### src/rtl/caminho_dados_multiciclo_if.sv
// Unified memory bus of the multicycle datapath: one request outstanding at a
// time, completed in the cycle the memory raises mem_pronto.
interface caminho_dados_multiciclo_if #(
  parameter int LARGURA_DADOS = 32
);
  logic                     mem_req;
  logic                     mem_escrever;
  logic [LARGURA_DADOS-1:0] mem_endereco;
  logic [LARGURA_DADOS-1:0] mem_dados_escrita;
  logic                     mem_pronto;
  logic [LARGURA_DADOS-1:0] mem_dados_leitura;

  modport master (
    output mem_req, mem_escrever, mem_endereco, mem_dados_escrita,
    input  mem_pronto, mem_dados_leitura
  );

  modport slave (
    input  mem_req, mem_escrever, mem_endereco, mem_dados_escrita,
    output mem_pronto, mem_dados_leitura
  );
endinterface

### src/rtl/caminho_dados_multiciclo.sv
// Multicycle RV32-subset datapath (add/sub/and/or/srl/addi/lw/sw/beq/bne)
// sharing one memory port between instruction fetch and data access.
module caminho_dados_multiciclo #(
  parameter int                       LARGURA_DADOS     = 32,
  parameter int                       NUM_REGISTRADORES = 32,
  parameter logic [LARGURA_DADOS-1:0] PC_INICIAL        = '0
) (
  input  logic                       clk,
  input  logic                       reset,
  caminho_dados_multiciclo_if.master mem,
  output logic [LARGURA_DADOS-1:0]   pc_saida,
  output logic [31:0]                instrucao_saida,
  output logic [2:0]                 estado_saida,
  output logic                       parado,
  output logic [31:0]                instrucoes_retiradas
);
  localparam int IDX_W = $clog2(NUM_REGISTRADORES);
  localparam int SH_W  = $clog2(LARGURA_DADOS);
  localparam logic [LARGURA_DADOS-1:0] QUATRO = LARGURA_DADOS'(4);

  localparam logic [6:0] OP_R      = 7'b0110011;
  localparam logic [6:0] OP_IMM    = 7'b0010011;
  localparam logic [6:0] OP_LOAD   = 7'b0000011;
  localparam logic [6:0] OP_STORE  = 7'b0100011;
  localparam logic [6:0] OP_BRANCH = 7'b1100011;

  typedef enum logic [2:0] {
    BUSCA      = 3'd0,
    DECODIFICA = 3'd1,
    EXECUTA    = 3'd2,
    MEMORIA    = 3'd3,
    ESCRITA    = 3'd4,
    PARADO     = 3'd5
  } estado_t;

  estado_t                  estado_r, prox_estado_s;
  logic [LARGURA_DADOS-1:0] pc_r, a_r, b_r, res_r, alvo_r;
  logic [31:0]              ir_r, retiradas_r;
  logic [LARGURA_DADOS-1:0] banco_r [NUM_REGISTRADORES];

  logic [6:0]               opcode_s, funct7_s;
  logic [2:0]               funct3_s;
  logic [IDX_W-1:0]         rd_s, rs1_s, rs2_s;
  logic [LARGURA_DADOS-1:0] imm_i_s, imm_s_s, imm_b_s;
  logic [LARGURA_DADOS-1:0] le_rs1_s, le_rs2_s, alu_s;
  logic                     e_alu_r_s, e_addi_s, e_lw_s, e_sw_s, e_desvio_s;
  logic                     legal_s, toma_desvio_s, retira_s;

  assign opcode_s = ir_r[6:0];
  assign funct3_s = ir_r[14:12];
  assign funct7_s = ir_r[31:25];
  assign rd_s     = ir_r[7 +: IDX_W];
  assign rs1_s    = ir_r[15 +: IDX_W];
  assign rs2_s    = ir_r[20 +: IDX_W];
  assign imm_i_s  = {{(LARGURA_DADOS-12){ir_r[31]}}, ir_r[31:20]};
  assign imm_s_s  = {{(LARGURA_DADOS-12){ir_r[31]}}, ir_r[31:25], ir_r[11:7]};
  assign imm_b_s  = {{(LARGURA_DADOS-13){ir_r[31]}}, ir_r[31], ir_r[7],
                     ir_r[30:25], ir_r[11:8], 1'b0};

  // Instruction class decode; anything not matched is illegal and halts.
  always_comb begin
    e_alu_r_s  = 1'b0;
    e_addi_s   = 1'b0;
    e_lw_s     = 1'b0;
    e_sw_s     = 1'b0;
    e_desvio_s = 1'b0;
    case (opcode_s)
      OP_R: begin
        if (funct7_s == 7'b0000000) begin
          e_alu_r_s = (funct3_s == 3'b000) | (funct3_s == 3'b111) |
                      (funct3_s == 3'b110) | (funct3_s == 3'b101);
        end else if (funct7_s == 7'b0100000) begin
          e_alu_r_s = (funct3_s == 3'b000);
        end else begin
          e_alu_r_s = 1'b0;
        end
      end
      OP_IMM:    e_addi_s   = (funct3_s == 3'b000);
      OP_LOAD:   e_lw_s     = (funct3_s == 3'b010);
      OP_STORE:  e_sw_s     = (funct3_s == 3'b010);
      OP_BRANCH: e_desvio_s = (funct3_s == 3'b000) | (funct3_s == 3'b001);
      default:   e_alu_r_s  = 1'b0;
    endcase
  end

  assign legal_s       = e_alu_r_s | e_addi_s | e_lw_s | e_sw_s | e_desvio_s;
  assign toma_desvio_s = funct3_s[0] ? (a_r != b_r) : (a_r == b_r);

  // Register file read ports; x0 is hardwired to zero.
  always_comb begin
    if (rs1_s == '0) begin
      le_rs1_s = '0;
    end else begin
      le_rs1_s = banco_r[rs1_s];
    end
    if (rs2_s == '0) begin
      le_rs2_s = '0;
    end else begin
      le_rs2_s = banco_r[rs2_s];
    end
  end

  // ALU; for lw/sw it produces the effective address.
  always_comb begin
    alu_s = '0;
    case (opcode_s)
      OP_R: begin
        case (funct3_s)
          3'b000: begin
            if (funct7_s[5]) begin
              alu_s = a_r - b_r;
            end else begin
              alu_s = a_r + b_r;
            end
          end
          3'b111:  alu_s = a_r & b_r;
          3'b110:  alu_s = a_r | b_r;
          3'b101:  alu_s = a_r >> b_r[SH_W-1:0];
          default: alu_s = '0;
        endcase
      end
      OP_IMM, OP_LOAD: alu_s = a_r + imm_i_s;
      OP_STORE:        alu_s = a_r + imm_s_s;
      default:         alu_s = '0;
    endcase
  end

  // Next-state logic and retirement strobe.
  always_comb begin
    prox_estado_s = estado_r;
    retira_s      = 1'b0;
    case (estado_r)
      BUSCA: begin
        if (mem.mem_pronto) begin
          prox_estado_s = DECODIFICA;
        end else begin
          prox_estado_s = BUSCA;
        end
      end
      DECODIFICA: begin
        if (legal_s) begin
          prox_estado_s = EXECUTA;
        end else begin
          prox_estado_s = PARADO;
        end
      end
      EXECUTA: begin
        if (e_desvio_s) begin
          prox_estado_s = BUSCA;
          retira_s      = 1'b1;
        end else if (e_lw_s | e_sw_s) begin
          prox_estado_s = MEMORIA;
        end else begin
          prox_estado_s = ESCRITA;
        end
      end
      MEMORIA: begin
        if (!mem.mem_pronto) begin
          prox_estado_s = MEMORIA;
        end else if (e_lw_s) begin
          prox_estado_s = ESCRITA;
        end else begin
          prox_estado_s = BUSCA;
          retira_s      = 1'b1;
        end
      end
      ESCRITA: begin
        prox_estado_s = BUSCA;
        retira_s      = 1'b1;
      end
      PARADO:  prox_estado_s = PARADO;
      default: prox_estado_s = BUSCA;
    endcase
  end

  // State register.
  always_ff @(posedge clk or negedge reset) begin
    if (!reset) begin
      estado_r <= BUSCA;
    end else begin
      estado_r <= prox_estado_s;
    end
  end

  // PC, instruction, operand/result registers and retirement counter.
  always_ff @(posedge clk or negedge reset) begin
    if (!reset) begin
      pc_r        <= PC_INICIAL;
      ir_r        <= 32'd0;
      a_r         <= '0;
      b_r         <= '0;
      res_r       <= '0;
      alvo_r      <= '0;
      retiradas_r <= 32'd0;
    end else begin
      case (estado_r)
        BUSCA: if (mem.mem_pronto) ir_r <= mem.mem_dados_leitura[31:0];
        DECODIFICA: begin
          a_r    <= le_rs1_s;
          b_r    <= le_rs2_s;
          alvo_r <= pc_r + imm_b_s;
        end
        EXECUTA: begin
          res_r <= alu_s;
          if (e_desvio_s) pc_r <= toma_desvio_s ? alvo_r : pc_r + QUATRO;
        end
        MEMORIA: begin
          if (mem.mem_pronto) begin
            if (e_lw_s) res_r <= mem.mem_dados_leitura;
            else        pc_r  <= pc_r + QUATRO;
          end
        end
        ESCRITA: pc_r <= pc_r + QUATRO;
        default: pc_r <= pc_r;
      endcase
      if (retira_s) retiradas_r <= retiradas_r + 32'd1;
    end
  end

  // Register file write port; res_r carries either the ALU result or load data.
  always_ff @(posedge clk or negedge reset) begin
    if (!reset) begin
      for (int i = 0; i < NUM_REGISTRADORES; i++) banco_r[i] <= '0;
    end else if ((estado_r == ESCRITA) && (rd_s != '0)) begin
      banco_r[rd_s] <= res_r;
    end
  end

  // Request lines are masked by reset so nothing is requested while it is held.
  assign mem.mem_req           = reset & ((estado_r == BUSCA) | (estado_r == MEMORIA));
  assign mem.mem_escrever      = reset & (estado_r == MEMORIA) & e_sw_s;
  assign mem.mem_endereco      = (estado_r == MEMORIA) ? res_r : pc_r;
  assign mem.mem_dados_escrita = b_r;

  assign pc_saida             = pc_r;
  assign instrucao_saida      = ir_r;
  assign estado_saida         = estado_r;
  assign parado               = (estado_r == PARADO);
  assign instrucoes_retiradas = retiradas_r;
endmodule
### src/flat_wrapper.sv
// flat-port wrapper written by rule: the top's interface ports become plain ports
module caminho_dados_multiciclo_flat 
#(
  parameter int                       LARGURA_DADOS     = 32,
  parameter int                       NUM_REGISTRADORES = 32,
  parameter logic [LARGURA_DADOS-1:0] PC_INICIAL        = '0
)
  (clk, reset, pc_saida, instrucao_saida, estado_saida, parado, instrucoes_retiradas, mem_mem_req, mem_mem_escrever, mem_mem_endereco, mem_mem_dados_escrita, mem_mem_pronto, mem_mem_dados_leitura);
  caminho_dados_multiciclo_if #(.LARGURA_DADOS(LARGURA_DADOS)) mem_i ();
  input  logic clk;
  input  logic reset;
  output logic [LARGURA_DADOS-1:0] pc_saida;
  output logic [31:0] instrucao_saida;
  output logic [2:0] estado_saida;
  output logic parado;
  output logic [31:0] instrucoes_retiradas;
  output wire logic [$bits(mem_i.mem_req)-1:0] mem_mem_req;
  output wire logic [$bits(mem_i.mem_escrever)-1:0] mem_mem_escrever;
  output wire logic [$bits(mem_i.mem_endereco)-1:0] mem_mem_endereco;
  output wire logic [$bits(mem_i.mem_dados_escrita)-1:0] mem_mem_dados_escrita;
  input wire logic [$bits(mem_i.mem_pronto)-1:0] mem_mem_pronto;
  input wire logic [$bits(mem_i.mem_dados_leitura)-1:0] mem_mem_dados_leitura;
  assign mem_mem_req = mem_i.mem_req;
  assign mem_mem_escrever = mem_i.mem_escrever;
  assign mem_mem_endereco = mem_i.mem_endereco;
  assign mem_mem_dados_escrita = mem_i.mem_dados_escrita;
  assign mem_i.mem_pronto = mem_mem_pronto;
  assign mem_i.mem_dados_leitura = mem_mem_dados_leitura;
  caminho_dados_multiciclo #(.LARGURA_DADOS(LARGURA_DADOS), .NUM_REGISTRADORES(NUM_REGISTRADORES), .PC_INICIAL(PC_INICIAL)) u_core (.clk(clk), .reset(reset), .mem(mem_i), .pc_saida(pc_saida), .instrucao_saida(instrucao_saida), .estado_saida(estado_saida), .parado(parado), .instrucoes_retiradas(instrucoes_retiradas));
endmodule
### config.mk
export PLATFORM = sky130hd
export DESIGN_NAME = caminho_dados_multiciclo_flat
export DESIGN_NICKNAME = d
export VERILOG_FILES = /design/src/rtl/caminho_dados_multiciclo_if.sv /design/src/rtl/caminho_dados_multiciclo.sv /design/src/flat_wrapper.sv
export SDC_FILE = /design/constraint.sdc
export NUM_CORES = 2
export LEC_CHECK = 0
export BUFFER_PORTS_ARGS = -buffer_cell sky130_fd_sc_hd__buf_2
export CAP_MARGIN = 25
export CORE_ASPECT_RATIO = 1.75
export CORE_MARGIN = 1.5
export CORE_UTILIZATION = 30
export DETAILED_ROUTE_END_ITERATION = 10
export PLACE_DENSITY = 0.5
export SLEW_MARGIN = 20
export SYNTH_ARGS = -nofsm -noshare
export SYNTH_HDL_FRONTEND = slang
export SYNTH_SLANG_ARGS = --single-unit
### constraint.sdc
create_clock -name clk -period 5.3 [get_ports clk]
set_input_delay 1.59 -clock clk [delete_from_list [all_inputs] [get_ports clk]]
set_output_delay 1.59 -clock clk [all_outputs]
set_load 0.005 [all_outputs]
# ---- Yosys cells after proc, flatten, opt, wreduce, memory -nomap -nowiden
# Cells that the tools add are included.
dict set report word_totals {
  memories 0
  rom_bits 0
  elab_cells 148
  latch_bits 0
  ff_bits 1251
  out_inout_bits 166
  input_bits 35
  mem_bits_rw 0
}
dict set report op_classes {
  n_eq_ne 22
  muxes 42
  shift 1
  n_addsub 7
  n_reduce_logical 14
  order_cmp 4
  n_mul 0
  bitwise 18
  n_div 0
}
# op n
set ops {}
lappend ops {{$bwmux 1024} 1}
lappend ops {{$mux 32} 15}
lappend ops {{$bmux 32 s5} 2}
lappend ops {{$pmux 32 s3} 2}
lappend ops {{$demux 32 s5} 1}
lappend ops {{$add 32x32->32} 4}
lappend ops {{$pmux 32 s4} 1}
lappend ops {{$pmux 32 s2} 1}
lappend ops {{$add 32x1->32 const B} 1}
lappend ops {{$add 32x3->32 const B} 1}
lappend ops {{$and 32x32->32} 1}
lappend ops {{$eq 32x32->1} 1}
lappend ops {{$ne 32x32->1} 1}
lappend ops {{$or 32x32->32} 1}
lappend ops {{$shr 32x5->32} 1}
lappend ops {{$sub 32x32->32} 1}
lappend ops {{$eq 7x6->1 const B} 3}
lappend ops {{$ge 6x6->1 const B} 3}
lappend ops {{$not 5->6} 3}
lappend ops {{$eq 3x3->1 const B} 5}
lappend ops {{$mux 3} 5}
lappend ops {{$pmux 3 s5} 1}
lappend ops {{$mux 1} 12}
lappend ops {{$logic_not 5->1} 2}
lappend ops {{21 further kinds} 39}

# ---- Logic depth before layout (Yosys ltp)
dict set report logic_depth {
  ltp_word 12
  mapped_depth 18
  mapped_depth_nobuf 16
}

# ---- Worst setup path before layout
# OpenSTA, ideal clock, no wires.
dict set report synth_timing {
  path_type {register -> register}
  from {register u_core.ir_r[3] (netlist: u_core.instrucao_saida[3])}
  to {register u_core.res_r[28]}
  path_slack_ns 0.865
  t_arrival_ns 4.306
  required_ns 5.171
  stages_incl_launch_ff 18
  synth_period_minus_slack_ns 4.435
  setup_ns 0.129
  n_path_buf 1
  path_cell_list {dfrtp_1 nor4bb_1 nand2b_1 clkbuf_1 nor3b_1 mux2_2 ha_1 fa_1 a21o_1 a211oi_1 o211ai_1 a31o_2 a22o_1 o21a_1 o21a_1 nor2_1 mux2i_1 a31oi_1}
}
dict set report synth_via {
  elab_chain_len 4
  elab_cells_between_ends 10
  cone_classes {5 x eq/ne; 3 x mux; 2 x reduce/logical}
}
# item line_no
set synth_lines {}
lappend synth_lines {{from (decl)} caminho_dados_multiciclo.sv:38} ;# logic [31:0] ir_r, retiradas_r;
lappend synth_lines {{from (signal assigned)} caminho_dados_multiciclo.sv:197} ;# BUSCA: if (mem.mem_pronto) ir_r <= mem.mem_dados_leitura[31:0];
lappend synth_lines {{$eq 7x5->1 or $eq 7x2->1 (tied branches)} {caminho_dados_multiciclo.sv:106, caminho_dados_multiciclo.sv:67}}
lappend synth_lines {{$reduce_or 2->1 or $mux 1 (tied branches)} {caminho_dados_multiciclo.sv:106, caminho_dados_multiciclo.sv:67}}
lappend synth_lines {{$pmux 32 s3 or $ne 2x1->1 (tied branches)} -}
lappend synth_lines {{$pmux 32 s2 or $reduce_and 3->1 (tied branches)} -}
lappend synth_lines {{to (signal assigned)} caminho_dados_multiciclo.sv:204} ;# res_r <= alu_s;
lappend synth_lines {{to (signal assigned)} caminho_dados_multiciclo.sv:209} ;# if (e_lw_s) res_r <= mem.mem_dados_leitura;
lappend synth_lines {{to (decl)} caminho_dados_multiciclo.sv:37} ;# logic [LARGURA_DADOS-1:0] pc_r, a_r, b_r, res_r, alvo_r;
# Parallel ways exist; a longest one is shown, timed or not.
# A chain may end at the register's enable or synchronous reset.

# ---- Final worst setup path
dict set report layout_timing {
  from {register u_core.ir_r[3] (netlist: u_core.instrucao_saida[3])}
  to {register u_core.res_r[31]}
}
# The elaborated chain is that of the path after synthesis.

==> flow_metrics.env <==
export IMPL_run_status="finished clean"
export IMPL_portion_of_the_post_synthesis_area_used_by_sequential_elements_pct=42.6
export IMPL_routedWlPerCell_um=31.6
export IMPL_post_synthesis_share_of_cell_area_spent_on_full_adders_half_adders_and_majority_gates_pct=2.82
export IMPL_remaining_drcs=0
export IMPL_setup_violations=0
export IMPL_globalRouteOverflowTotal=0
export IMPL_seqPwrFrac_pct=30.5
export IMPL_max_slew_margin_rel_pct=18.0
export IMPL_synth_area_um2=73500
export IMPL_tritoncts_num_buffers=116
export IMPL_drt_antenna_violating_nets=0
export IMPL_worst_ir_drop_vdd_mv=0.448
export IMPL_first_drt_pass_iteration_count=7
export IMPL_cell_at_the_slowest_stage_of_the_critical_path="a311oi_1"
export IMPL_timing_final_crit_share_pct=93.5
export IMPL_syn_to_final_growth_pct=12.5
export IMPL_maxSlewViolCount=0
export IMPL_maximum_number_of_pins_on_one_net_before_global_route_repair=155
export IMPL_yosysWarnings=0
export IMPL_finalNonFillerCells=9423
export IMPL_fmax_ghz=0.202
export IMPL_worst_path_max_fanout=5
export IMPL_total_of_hold_buffers_inserted_after_clock_tree_synthesis=0
export IMPL_worst_path_dominant_cell_family="compound AO/OA/AOI/OAI gates"
export IMPL_worstHoldEndpoint="u_core.banco_r[992]"
export IMPL_synthTopCellsByArea="dfrtp_1, mux2_2, mux4_2"
export IMPL_crit_path_start_kind="flip-flop"
export IMPL_cts_root_buffer="clkbuf_16"
export IMPL_power_density_cell_area_nw_per_um2=623
export IMPL_synth_top_flop_cell="dfrtp_1"
export IMPL_clock_insertion_delay_worst_skew_ns=0.78
export IMPL_final_core_util_pct=33.9
export IMPL_netlist_instances=6096
export IMPL_netlist_top_cell_by_area="dfrtp_1"
export IMPL_postSynthRegisterBits=1251
export IMPL_hold_start="u_core.banco_r[992]"
export IMPL_setup_reg_to_reg_worst_slack_ns=0.35
export IMPL_place_detailed_instances=9204
export IMPL_global_route_wire_length_before_repair_um=423000
export IMPL_end_kind="flip-flop"
export IMPL_core_ar_um2=244000
export IMPL_drv_cap=0
export IMPL_timing_worst_setup_path_type="reg2reg"
export IMPL_cts_path_max_buffers=3
export IMPL_synth_most_common_cell="dfrtp_1"
export IMPL_n_fill_cell=24400
export IMPL_cts_sink_count=1251
export IMPL_number_of_buffers_inserted_to_repair_setup_after_cts=0
export IMPL_cellInternalPower_uw=29000
export IMPL_slowest_delay_ns=0.51
export IMPL_hold_class="reg2reg"
export IMPL_final_layout_size_suffix_gt1_share_pct=37.0
export IMPL_finalCriticalPeriod_ns=4.95
export IMPL_bufs_and_invs_on_worst_path=2
export IMPL_synth_edff_count=0
export IMPL_design_die_area_um2=248000
export IMPL_ff2ff_path_depth=17
export IMPL_dp_final_hpwl_um=202000
export IMPL_critPathLaunch="u_core.instrucao_saida[3]"
export IMPL_post_synth_most_frequent_cells="dfrtp_1, mux2_2, mux4_2, clkbuf_1, a21oi_1"
export IMPL_cts_repair_resized=0
export IMPL_cts_htree_levels=3
export IMPL_synthSimpleGateAreaFrac_pct=5.85
export IMPL_chipWidth_um=377
export IMPL_globalRouteTotalUtil_pct=23.6
export IMPL_setup_repair_after_global_routing_missed_its_margin="no"
export IMPL_power_frac_clock_pct=17.7
export IMPL_timing_hold_worst_path_depth=0
export IMPL_postSynthNetCount=6294
export IMPL_worst_margin_pin_slew_ns=1.22
export IMPL_grt_pass1_vias=56300
export IMPL_synth_top_family_by_area="multiplexers"
export IMPL_sw_frac_of_total_pct=43.7
export IMPL_avgViaCountPerCell=5.74
export IMPL_io_pin_count=201
export IMPL_holdWs_ns=0.398
export IMPL_skew_ns=0.0556
export IMPL_cellLeakagePower_uw=0.0362
export IMPL_port_buffers=200
export IMPL_initialDrtViolationCount=4119
export IMPL_required_ns=5.95
export IMPL_vias=54100
export IMPL_critical_path_cell_chain="nor4bb_1, nand2b_1, nor3b_1, buf_4, mux2_2, ha_1, a21o_1, a221oi_1, nand2_1, a31oi_1, buf_4, o21ai_1, a311oi_1, o31ai_1, xnor2_1, nand2_1, a311oi_1"
export IMPL_post_synth_top_area_share_pct=42.6
export IMPL_grt_antenna_before_repair=6
export IMPL_synth_xor_area_share_pct=1.31
export IMPL_cts_tree="yes"
export IMPL_die_y_um=658
export IMPL_netlist_cell_type_count=79
export IMPL_routed_wl_um=298000
export IMPL_hold_violations=0
export IMPL_p_sw_uw=22500
export IMPL_worstReg2RegEnd="u_core.res_r[31]"
export IMPL_power_combinational_fraction_pct=51.8
export IMPL_cp_data_arrival_time_ns=5.60
export IMPL_cts_clk_slew_worst_paths_ns=0.07
export IMPL_synthesis_area_per_instance_um2=12.1
export IMPL_core_rowCount=240
export IMPL_post_synth_mux_area_share_pct=34.2
export IMPL_number_of_nets_in_the_layout=6254
export IMPL_worst_r2r_startpoint="u_core.instrucao_saida[3]"
export IMPL_async_reset_ff_share_pct=100
export IMPL_floorplan_initialDensity_pct=30.1
export IMPL_synth_area_in_compound_gates_pct=9.57
export IMPL_gp_congestion=1.02
export IMPL_tns_ns=0
-- cell usage in the layout (no fill, tap or decap), drive strengths merged, types with 13 or more instances in the layout --
cell type     n
o22ai       173
buf         407
nor2b        45
o21ai       225
nand4        18
nor3         95
mux2       1147
xor2         29
nand2b       23
inv         125
dfrtp      1251
nand2       314
clkbuf      166
and2         13
o211ai       20
xnor2        81
a211oi       26
o21a         16
o221ai       72
o31ai        14
a31oi        25
o21bai       23
mux4        442
clkinv       21
or3          31
nand3        60
o32ai        26
a21oi       405
and3         42
a21o         36
nor2        240
mux2i       228
ha          159
-- cells by family (layout without fill, tap and decap cells) --
group / Yosys count / count (layout)
buffers and inverters: 682 / 737
adders and majority gates: 163 / 163
AOI/OAI and AO/OA: 1147 / 1147
DFF: 1251 / 1251
xor gates and xnor gates: 110 / 110
other: 0 / 5
muxes: 1817 / 1817
and+or+nand+nor: 926 / 926
-- state kept, by name, summed over array words and instances (netlist names) --
signal,flops
u_core.banco_r,1024
u_core.a_r,32
u_core.alvo_r,32
u_core.instrucao_saida,32
u_core.instrucoes_retiradas,32
u_core.mem.mem_dados_escrita,32
u_core.pc_saida,32
u_core.res_r,32
u_core.estado_saida,3
-- per-stage QoR --
stage                     total power, uW  setup WS [ns]  instance area [um2]
after floorplan                     32100          0.865                73500
after global placement              42000          0.333                78600
after detailed placement            42300          0.335                78700
after CTS                           51500          0.320                82700
after global routing                53900         0.0479                82700
final                               51500          0.347                82700
-- layout make-up --
class | instances | area, um2 | share of cell area (%)
Sequential cell | 1251 | 31400 | 37.9
Antenna cell | 5 | 12.5 | 0.0151
Multi-Input combinational cell | 4163 | 39800 | 48.2
Clock buffer | 166 | 3370 | 4.08
Clock inverter | 47 | 584 | 0.707
Tap cell | 3267 | 4090 | 4.94
Inverter | 117 | 439 | 0.531
Timing Repair Buffer | 407 | 2990 | 3.61
-- how the worst max path moves through the flow --
stage,endpoint,slack (ns),depth (start not counted)
detailed placement,u_core.res_r[30],0.33,16
floorplan,u_core.res_r[28],0.87,17
CTS,u_core.res_r[26],0.32,17
finish,u_core.res_r[31],0.35,17
global placement,u_core.res_r[26],0.33,17
global route,u_core.res_r[31],0.05,17
-- routing by layer --
layer	vias to the layer above	part of all wire, %	track usage, %
li1	22800	-	-
met1	28600	36	25.7
met2	1941	52	42.7
met3	714	4.8	2.97
met4	0	7.4	15.5
met5	-	0	0
-- power by group through the flow --
| stage | logic, uW | registers (uW) | clock network [uW] |
|---|---|---|---|
| floorplan | 17700 | 14400 | 0 |
| global placement | 26400 | 15600 | 0 |
| detailed placement | 26500 | 15800 | 0 |
| CTS | 26600 | 15600 | 9300 |
| global route | 28200 | 16100 | 9640 |
| finish | 26700 | 15700 | 9100 |
Note: power is estimated with default switching activity, not from simulation.
